===== config.mk =====
export PLATFORM = sky130hd
export DESIGN_NAME = gray_codec_pipe
export DESIGN_NICKNAME = d
export VERILOG_FILES = /design/src/rtl/gray_codec_pipe.sv
export SDC_FILE = /design/constraint.sdc
export NUM_CORES = 1
export LEC_CHECK = 0
export CAP_MARGIN = 40
export CORE_MARGIN = 3
export CORE_UTILIZATION = 60
export DETAILED_ROUTE_END_ITERATION = 7
export DONT_BUFFER_PORTS = 1
export PLACE_DENSITY = 0.76
export SLEW_MARGIN = 10
export SYNTH_ARGS = -nofsm -noshare
export SYNTH_HDL_FRONTEND = slang
export SYNTH_SLANG_ARGS = --single-unit

===== constraint.sdc =====
create_clock -name clk -period 2.5 [get_ports clk]
set_input_delay 0.125 -clock clk [delete_from_list [all_inputs] [get_ports clk]]
set_output_delay 0.125 -clock clk [all_outputs]
set_load 0.005 [all_outputs]

===== src/rtl/gray_codec_pipe.sv =====
// Two-stage valid/ready pipeline for Gray/binary conversion and Gray increment/decrement.
// S1 normalises the operand to binary. S2 forms the result and holds it under backpressure.
module gray_codec_pipe #(
  parameter int WIDTH = 8,
  parameter int CNT_W = 16
) (
  input  logic             clk,
  input  logic             rst,
  input  logic             in_valid,
  output logic             in_ready,
  input  logic [WIDTH-1:0] in_data,
  input  logic [1:0]       in_mode,
  output logic             out_valid,
  input  logic             out_ready,
  output logic [WIDTH-1:0] out_data,
  output logic [1:0]       out_mode,
  output logic             out_wrap,
  output logic [CNT_W-1:0] xfer_cnt
);

  localparam logic [1:0] MODE_B2G  = 2'b00;
  localparam logic [1:0] MODE_G2B  = 2'b01;
  localparam logic [1:0] MODE_GINC = 2'b10;
  localparam logic [1:0] MODE_GDEC = 2'b11;
  localparam logic [WIDTH-1:0] ONE = WIDTH'(1);

  logic             s1_valid;
  logic [1:0]       s1_mode;
  logic [WIDTH-1:0] s1_bin;
  logic             s2_valid;
  logic [WIDTH-1:0] s2_data;
  logic [1:0]       s2_mode;
  logic             s2_wrap;
  logic             s1_adv;
  logic             s2_adv;
  logic [WIDTH-1:0] in_bin;
  logic [WIDTH-1:0] res_data;
  logic             res_wrap;

  function automatic logic [WIDTH-1:0] gray_to_bin(input logic [WIDTH-1:0] g);
    logic [WIDTH-1:0] b;
    b = g;
    for (int i = WIDTH - 2; i >= 0; i--) begin
      b[i] = b[i+1] ^ g[i];
    end
    return b;
  endfunction

  function automatic logic [WIDTH-1:0] bin_to_gray(input logic [WIDTH-1:0] b);
    return b ^ (b >> 1);
  endfunction

  assign s2_adv    = !s2_valid || out_ready;
  assign s1_adv    = !s1_valid || s2_adv;
  assign in_ready  = s1_adv;
  assign out_valid = s2_valid;
  assign out_data  = s2_data;
  assign out_mode  = s2_mode;
  assign out_wrap  = s2_wrap;

  assign in_bin = (in_mode == MODE_B2G) ? in_data : gray_to_bin(in_data);

  always_comb begin
    res_data = s1_bin;
    res_wrap = 1'b0;
    case (s1_mode)
      MODE_B2G:  res_data = bin_to_gray(s1_bin);
      MODE_G2B:  res_data = s1_bin;
      MODE_GINC: begin
        res_data = bin_to_gray(s1_bin + ONE);
        res_wrap = &s1_bin;
      end
      MODE_GDEC: begin
        res_data = bin_to_gray(s1_bin - ONE);
        res_wrap = ~|s1_bin;
      end
      default: ;
    endcase
  end

  always_ff @(posedge clk) begin
    if (rst) begin
      s1_valid <= 1'b0;
      s1_mode  <= '0;
      s1_bin   <= '0;
      s2_valid <= 1'b0;
      s2_data  <= '0;
      s2_mode  <= '0;
      s2_wrap  <= 1'b0;
      xfer_cnt <= '0;
    end else begin
      if (s1_adv) begin
        s1_valid <= in_valid;
        if (in_valid) begin
          s1_mode <= in_mode;
          s1_bin  <= in_bin;
        end
      end
      // Output registers only change when a new word moves in; they hold while stalled.
      if (s2_adv) begin
        s2_valid <= s1_valid;
        if (s1_valid) begin
          s2_data <= res_data;
          s2_mode <= s1_mode;
          s2_wrap <= res_wrap;
        end
      end
      if (s2_valid && out_ready) begin
        xfer_cnt <= xfer_cnt + CNT_W'(1);
      end
    end
  end

endmodule

==> results.cfg, run 1 <==
[synthesis]
ys_seq_area_share_pct = 30.98
yosysWarnings = 0
netlist_area_um2 = 2520
ys_ff_latch = 39
synth_cell_type_count = 45
avgSynthCellArea_um2 = 8.317
synthFlopType = dfxtp_1
async_reset_ff_share_pct = 0
synth_nets = 336
synth_edf_count = 0
synthCells = 303

[floorplan]
start_util_pct = 65.39
core_area_um2 = 3854
io_pins = 43
dieHeight_um = 70.81
dieArea_um2 = 5013
die_w_um = 70.81
num_rows = 22

[placed_design]
dp_hpwl_um = 4092
gp_congestion = 0.9236
placed_area_um2 = 2575
port-buffer-count = 0

[clock_tree]
cts_resized = 0
cts_sinks = 39
path_clk_slew_ns = 0.08
cts_max_level = 2
clock_latency_ns = 0.29
postCtsSetupBuffers = 0
clk_path_buf_depth = 2
cts_tree = yes
cts_root_buf = clkbuf_8
cts_buffers = 5

[setup_path]
critPathBufInv = 1
critPathSlowestCell = a221oi_1
path_delay_family = compound AO/OA/AOI/OAI gates
max_stage_delay_ns = 0.45
cp_data_required_time_ns = 2.69
worstPathCellList = inv_1 > ha_1 > a21bo_2 > a221oi_1 > xnor3_1 > o21ai_0 > a21oi_1
cp_max_fo = 7
endpoint_kind = register
critPathArrivalTime_ns = 2.43
crit_type = register to register
cp-start-kind = register

[route]
drt_iter0_markers = 158
first_pass_iters = 4
antenna_left = 0
route.detailed.drc = 0
vias = 2094
drt-vias-per-instance = 5.849
wirelength_um = 5613
wl_per_cell_um = 15.68

[timing]
setup_tns_ns = 0
relSlewSlack_pct = 52.23
fmax_ghz = 0.4455
period_minus_slack_ns = 2.245
skew_ns = 0.006325
finalCritPeriodShare_pct = 89.78
finalHoldViolCount = 0
tightest_slew_ns = 0.7156
rsz0062_at_grt = false
maxSlewViolCount = 0
setup_viol = 0

[power_and_ir_drop]
power.density_nw_per_um2 = 556.5
ir_worst_vdd_mv = 0.2607
power.leakage_nw = 1.042

[outcome]
status = finished clean

[global_route]
grt_pass1_vias = 2065
grt_max_degree = 36
grt_util_all_layers_pct = 23.55
grt_antenna_before_repair = 0
grt_pass1_wl_um = 9535
overflow = 0

[finish]
diodes = 0
final_cell_mix = 39 x dfxtp_1, 31 x nand2_1, 26 x xnor2_1, 24 x a21oi_1, 24 x nor2_1
fillers = 333
final_area_um2 = 2730
nets = 342
drive_above_1_share_pct = 6.452
mostFrequentLayoutCell = dfxtp_1
syn_to_final_growth_pct = 8.342

[worst_hold_path]
min_path_type = primary input to register

[run]
drv_cap = 0
registers in the layout, summed over array words and instances, names as in the netlist:
register   count
xfer_cnt      16
out_data       8
s1_bin         8
out_mode       2
s1_mode        2
out_valid      1
out_wrap       1
s1_valid       1
area by class of cell:
| type | count | area (um^2) | share of cell area [%] |
|---|---|---|---|
| clock buffer | 6 | 72.57 | 2.658 |
| clock inverter | 2 | 12.51 | 0.4583 |
| inverter | 16 | 60.06 | 2.200 |
| multi-input combinational | 235 | 1629 | 59.67 |
| sequential | 39 | 780.7 | 28.60 |
| tap | 48 | 60.06 | 2.200 |
| timing repair buffer | 12 | 115.1 | 4.216 |
cells in the mapped netlist (all sizes together) (4+ instances only):
master	count	area share (%)
a211oi	6	1.8
a21oi	24	4.8
and2	7	1.7
clkbuf	10	1.5
dfxtp	39	31
ha	19	9.4
inv	15	2.2
mux2i	6	2.4
nand2	31	4.6
nand3	13	2.6
nand4	5	1.2
nor2	24	3.6
nor4	4	0.99
o21ai	12	2.4
or3	4	0.99
xnor2	26	9.0
xor2	11	3.8
final timing paths:
check	cells past startpoint	from	end	slack [ns]
setup / recovery	7	s1_bin[5]	out_data[5]	0.26
hold / removal	2	in_data[3]	s1_bin[3]	0.03
setup reg to reg	7	s1_bin[5]	out_data[5]	0.26
hold reg to reg	2	out_wrap	out_wrap	0.47
metrics by stage:
stage / power [W] / hold WS [ns] / setup slack, ns / instances / util [%]
finish: 0.001519 / 0.02987 / 0.2555 / 358 / 70.84
detailed placement: 0.001089 / 0.2020 / 0.2589 / 344 / 66.82
CTS: 0.001522 / 0.03393 / 0.2451 / 358 / 70.84
global route: 0.001602 / 0.03943 / 0.03564 / 358 / 70.84
floorplan: 0.001016 / 0.2545 / 0.4146 / 303 / -
global placement: 0.001081 / 0.1990 / 0.3143 / 344 / 66.82
cell families after synthesis:
group,Yosys count,share of synthesized area [%]
adder cells (fa/ha/maj),19,9.434
AND/OR/NAND/NOR,104,20.06
buffers and inverters,29,4.369
XOR/XNOR,40,15.59
multiplexers,6,2.383
AO/OA/AOI/OAI,66,17.18
flip-flops,39,30.98
layer usage:
| layer | global-route usage, % | vias up | part of all wire, % |
|---|---|---|---|
| met1 | 30.93 | 960 | 46 |
| li1 | - | 1069 | - |
| met3 | 6.250 | 8 | 5.6 |
| met2 | 39.03 | 57 | 48 |
| met4 | 5.010 | 0 | 0.91 |
| met5 | 0 | - | 0 |
power breakdown:
group / switching [W] / leakage (nW) / internal (W) / total (W)
clock: 0.000228 / 0.0412 / 0.000195 / 0.000423
combinational: 0.000213 / 0.683 / 0.000203 / 0.000417
sequential: 0.0000305 / 0.318 / 0.000649 / 0.000679
total: 0.000472 / 1.04 / 0.00105 / 0.00152
timing repair:
item / CTS / global route
hold endpoints to repair: 35 / 0
endpoints found under the setup margin: 0 / 0
hold buffers: 6 / 0
(Power assumes the default switching activity.)
==> run 2, diff against run 1 <==
--- a/config.mk
+++ b/config.mk
@@ -5,11 +5,13 @@
 export SDC_FILE = /design/constraint.sdc
 export NUM_CORES = 1
 export LEC_CHECK = 0
+export ABC_AREA = 1
 export CAP_MARGIN = 40
 export CORE_MARGIN = 3
 export CORE_UTILIZATION = 60
 export DETAILED_ROUTE_END_ITERATION = 7
 export DONT_BUFFER_PORTS = 1
+export GPL_ROUTABILITY_DRIVEN = 0
 export PLACE_DENSITY = 0.76
 export SLEW_MARGIN = 10
 export SYNTH_ARGS = -nofsm -noshare
==> run 2 against run 1 <==
Sequential power rose by 2%. Critical path depth rose by 5. Setup slack better by 0.42 ns. Highest routed layer unchanged. Critical path type unchanged. Wire length barely moved. Final area fell by 1.6%. Clock-buffer cell count fell by 1. Critical endpoint unchanged. Largest power group unchanged.
==> results.cfg, run 2 <==
[route]
wirelength_um = 5617
route.detailed.drc = 0
vias = 2320
wl_per_cell_um = 13.28
antenna_left = 0
drt_iter0_markers = 124
drt-vias-per-instance = 5.485
first_pass_iters = 4

[power_and_ir_drop]
ir_worst_vdd_mv = 0.4663
power.leakage_nw = 1.269
power.density_nw_per_um2 = 532.6

[timing]
finalHoldViolCount = 0
holdWs_ns = 0.03471
setup_viol = 0
tightest_slew_ns = 0.6927
maxSlewViolCount = 0
fmax_ghz = 0.5480
rsz0062_at_grt = false
skew_ns = 0.007588
finalCritPeriodShare_pct = 72.99
relSlewSlack_pct = 53.77
period_minus_slack_ns = 1.825
setup_tns_ns = 0

[synthesis]
post-synth-top-area-cell = dfxtp_1
synthCells = 369
synth_edf_count = 0
synthSimpleGateAreaFrac_pct = 29.54
synthAdderAreaFrac_pct = 9.355
yosysMostFrequentCell = nand2_1
netlist_area_um2 = 2541
synth_cell_type_count = 37
synth_top_area_share_pct = 30.72
ys_ff_latch = 39
synthFlopType = dfxtp_1
avgSynthCellArea_um2 = 6.887
synth_top_family_by_area = simple AND/OR/NAND/NOR gates
synth_compound_area_share_pct = 15.41
synth_nets = 402
synth.area.top_cells = dfxtp_1 31%, nand2_1 13%, ha_1 9.4%, inv_1 7.4%, a21oi_1 6.1%
yosysWarnings = 0
ys_seq_area_share_pct = 30.72
muxShareOfSynthArea_pct = 0
synth-xor-area-share_pct = 5.859
synth_commonest_cells = 91 x nand2_1, 50 x inv_1, 39 x dfxtp_1
async_reset_ff_share_pct = 0

[floorplan]
start_util_pct = 62.63
die_w_um = 71.08
dieHeight_um = 71.08
dieArea_um2 = 5052
num_rows = 23
core_area_um2 = 4058
io_pins = 43

[setup_path]
crit_type = register to register
r2r_slack_ns = 0.68
critPathSlowestCell = dfxtp_1
endpoint_kind = register
max_stage_delay_ns = 0.50
cp_max_fo = 7
endpoint = out_data[5]
cp_data_required_time_ns = 2.66
timing.critical_path.mode_cell = nand2_1
r2r_cells = 12
r2r-end = out_data[5]
worstPathCellList = inv_1 > ha_1 > nand2_1 > nand2_1 > o21ai_1 > nand2_1 > inv_1 > nand2_1 > nand3_1 > nand3_1 > nand2_1 > a21oi_1
critPathArrivalTime_ns = 1.98
r2r_start = s1_bin[2]
cp-start-kind = register
startpoint = s1_bin[2]

[placed_design]
dp_hpwl_um = 4363
port-buffer-count = 0
dp_cells = 414

[finish]
drive_above_1_share_pct = 6.702
syn_to_final_growth_pct = 5.712
mostFrequentLayoutCell = nand2_1
final_cell_mix = 91 x nand2_1, 50 x inv_1, 39 x dfxtp_1, 31 x a21oi_1, 26 x nand3_1
largest_register_ffs = 16
fillers = 370
fin_cells = 423
multi_input_area_um2 = 1529
largest-register = xfer_cnt
diodes = 0
nets = 405
regArea_um2 = 780.7

[clock_tree]
cts_tree = yes
clock_latency_ns = 0.29
cts_resized = 0
cts_sinks = 39
postCtsSetupBuffers = 0
cts_root_buf = clkbuf_8
cts_buffers = 5
cts_max_level = 2
path_clk_slew_ns = 0.08
hold_buffers = 1
clk_path_buf_depth = 2

[outcome]
status = finished clean

[global_route]
grt_pass1_vias = 2171
grt_max_degree = 25
grt_antenna_before_repair = 0
overflow = 0
grt_util_all_layers_pct = 23.14
grt_pass1_wl_um = 9473

[run]
drv_cap = 0

[worst_hold_path]
min_path_type = primary input to register
run 2: worst min-delay path by stage:
stage / cells after the start / start / to / slack [ns]
after floorplan: 2 / in_data[3] / s1_bin[3] / 0.31
after global placement: 1 / rst / s1_bin[2] / 0.20
after detailed placement: 1 / rst / out_data[5] / 0.20
after CTS: 2 / in_mode[0] / s1_mode[0] / 0.03
after global routing: 2 / in_data[2] / s1_bin[2] / 0.05
final: 2 / in_mode[0] / s1_mode[0] / 0.03
run 2: cells by family after synthesis:
kind of cell | Yosys count
buffers and inverters | 61
AND/OR/NAND/NOR | 162
XOR/XNOR | 17
flip-flops | 39
adder cells (fa/ha/maj) | 19
AO/OA/AOI/OAI | 71
run 2: final cells by class:
class,count,share of cell area [%]
Multi-Input combinational cell,269,56.92
Timing Repair Buffer,2,0.6521
Inverter,55,7.732
Tap cell,50,2.329
Clock buffer,5,2.562
Sequential cell,39,29.06
Clock inverter,3,0.7452
run 2: critical path, delay by kind of cell, from the launching register on:
family                   cells  cell delay, ns
AND/OR/NAND/NOR              7            0.57
buffers and inverters        2            0.23
flip-flops                   1            0.50
AO/OA/AOI/OAI                2            0.20
adder cells (fa/ha/maj)      1            0.20
run 2: per-layer routing:
metal | share of wire, % | track usage (%)
met5 | 0 | 0
met4 | 1.0 | 6.054
met3 | 6.0 | 4.830
met2 | 46 | 38.62
met1 | 47 | 30.45
run 2: stage by stage:
step / setup slack, ns / util (%) / power (W) / area (um^2)
finish: 0.6753 / 66.20 / 0.001431 / 2686
floorplan: 0.9695 / - / 0.0009475 / 2541
global placement: 0.7192 / 63.77 / 0.001010 / 2587
global route: 0.5014 / 66.20 / 0.001515 / 2686
detailed placement: 0.7425 / 63.77 / 0.001014 / 2587
CTS: 0.7160 / 66.20 / 0.001435 / 2686
run 2: power breakdown:
| group | switching (W) | internal (W) |
|---|---|---|
| clock network | 0.000227 | 0.000194 |
| registers | 0.0000386 | 0.000651 |
| logic | 0.000204 | 0.000116 |
| total | 0.000470 | 0.000961 |
==> run 3, diff against run 2 <==
==> constraint.sdc (replaced) <==
create_clock -name clk -period 1.8 [get_ports clk]
set_input_delay 0.09 -clock clk [delete_from_list [all_inputs] [get_ports clk]]
set_output_delay 0.09 -clock clk [all_outputs]
set_load 0.005 [all_outputs]
==> run 3 against run 2 <==
The run now ends with hold timing left. Die area stayed put. Critical path type unchanged. Combinational power is 53% higher. Non-clock buffer count is 7 higher. Maximum frequency is 5.8% higher.
==> results.cfg, run 3 (synthesis gave the netlist of run 2 again) <==
[finish]
fin_cells = 430
largest_register_ffs = 16
diodes = 0
largest-register = xfer_cnt
final_area_um2 = 2815
finalCoreUtilization_pct = 69.38
syn_to_final_growth_pct = 10.78
multi_input_area_um2 = 1569
nets = 412
fillers = 362
drive_above_1_share_pct = 11.32
regArea_um2 = 790.8
mostFrequentLayoutCell = nand2_1
final_cell_mix = 90 x nand2_1, 48 x inv_1, 35 x dfxtp_1, 31 x a21oi_1, 25 x o21ai_0

[setup_path]
endpoint = out_data[4]
critPathArrivalTime_ns = 1.91
max_stage_delay_ns = 0.34
startpoint = s1_bin[2]
timing.critical_path.mode_cell = nand2_1
r2r-end = out_data[4]
crit_type = register to register
critPathSlowestCell = dfxtp_2
r2r_start = s1_bin[2]
r2r_slack_ns = 0.08
cp_max_fo = 4
cp_data_required_time_ns = 1.99
endpoint_kind = register
cp-start-kind = register
r2r_cells = 11
worstPathCellList = buf_4 > ha_1 > nand2_1 > xor2_1 > inv_1 > nand2_1 > nand3_1 > nand2_1 > nand2_1 > o21ai_1 > a21oi_1

[route]
vias = 2328
wl_per_cell_um = 13.65
wirelength_um = 5871
route.detailed.drc = 0
drt_iter0_markers = 126
first_pass_iters = 4
drt-vias-per-instance = 5.414
antenna_left = 0

[clock_tree]
clk_path_buf_depth = 2
clock_latency_ns = 0.31
cts_buffers = 5
path_clk_slew_ns = 0.08
cts_tree = yes
cts_root_buf = clkbuf_8
cts_sinks = 39
cts_max_level = 2

[timing]
setup_viol = 0
fmax_ghz = 0.5800
period_minus_slack_ns = 1.724
relSlewSlack_pct = 55.84
tightest_slew_ns = 0.6603
maxSlewViolCount = 0
holdWs_ns = -0.002538
worst_slack_ns = 0.07573
skew_ns = 0.009134
finalHoldViolCount = 2
finalCritPeriodShare_pct = 95.79

[placed_design]
dp_cells = 420
port-buffer-count = 0
placed_area_um2 = 2633
dp_hpwl_um = 4284
dp_slack_ns = 0.03915

[power_and_ir_drop]
ir_worst_vdd_mv = 0.8866
power.leakage_nw = 1.327
power.total_w = 0.002176
power.density_nw_per_um2 = 773.0

[global_route]
grt_max_degree = 25
overflow = 0
grt_pass1_vias = 2156
grt_pass1_wl_um = 9708
grt_antenna_before_repair = 0
grt_util_all_layers_pct = 24.09

[outcome]
failed_checks = hold timing
status = complete, but fails checks

[run]
drv_cap = 0

[floorplan]
die_w_um = 71.08
dieHeight_um = 71.08
num_rows = 23
dieArea_um2 = 5052
io_pins = 43
core_area_um2 = 4058
start_util_pct = 62.63

[worst_hold_path]
min_path_type = primary input to register
==> run 3: metrics by stage <==
step / hold WS [ns] / setup TNS (ns)
2_1_floorplan: 0.2730 / 0
3_3_place_gp: 0.1616 / 0
3_5_place_dp: 0.1645 / 0
4_1_cts: 0.003502 / 0
5_1_grt: 0.007317 / -0.02138
6_report: -0.002538 / 0
==> run 3: how the worst min path moves through the flow <==
stage | startpoint | endpoint | slack, ns | cells past startpoint
after floorplan | in_data[3] | s1_bin[3] | 0.27 | 2
after global placement | rst | s1_bin[2] | 0.16 | 1
after detailed placement | rst | out_data[6] | 0.16 | 1
after CTS | in_mode[1] | s1_mode[1] | 0.004 | 2
after global routing | in_data[0] | s1_bin[0] | 0.007 | 4
final | in_mode[0] | s1_mode[0] | -0.003 | 2
==> run 3: worst max-delay path: cells and delay by family (launching register included) <==
family / cells / cell delay, ns
buffers and inverters: 2 / 0.27
AND/OR/NAND/NOR: 5 / 0.38
AO/OA/AOI/OAI: 2 / 0.13
adder cells (fa/ha/maj): 1 / 0.21
XOR/XNOR: 1 / 0.29
flip-flops: 1 / 0.34
==> run 3: layer usage <==
metal | global-route usage, % | routed length, um | vias up
met5 | 0 | 0 | -
met4 | 7.933 | 103 | 0
li1 | - | - | 1225
met1 | 31.08 | 2649 | 1033
met3 | 6.960 | 395 | 9
met2 | 38.72 | 2724 | 61
==> run 3: cell type report <==
type / count / area share [%]
multi-input combinational: 269 / 55.73
sequential: 39 / 28.09
inverter: 55 / 7.378
timing repair buffer: 9 / 2.578
clock buffer: 5 / 2.444
tap: 50 / 2.222
clock inverter: 3 / 1.556
==> run 3: what timing repair did <==
action,in CTS,in global routing
hold endpoints to repair,15,0
endpoints found under the setup margin,0,7
setup buffers,0,0
resized for setup,0,15
hold buffers,2,0
==> run 3: power by group <==
| part | leakage, nW | switching (W) | internal (W) | total, W |
|---|---|---|---|---|
| Clock | 0.0581 | 0.000321 | 0.000412 | 0.000733 |
| Sequential | 0.321 | 0.0000486 | 0.000906 | 0.000954 |
| Combinational | 0.948 | 0.000308 | 0.000181 | 0.000489 |
| Total | 1.33 | 0.000677 | 0.00150 | 0.00218 |
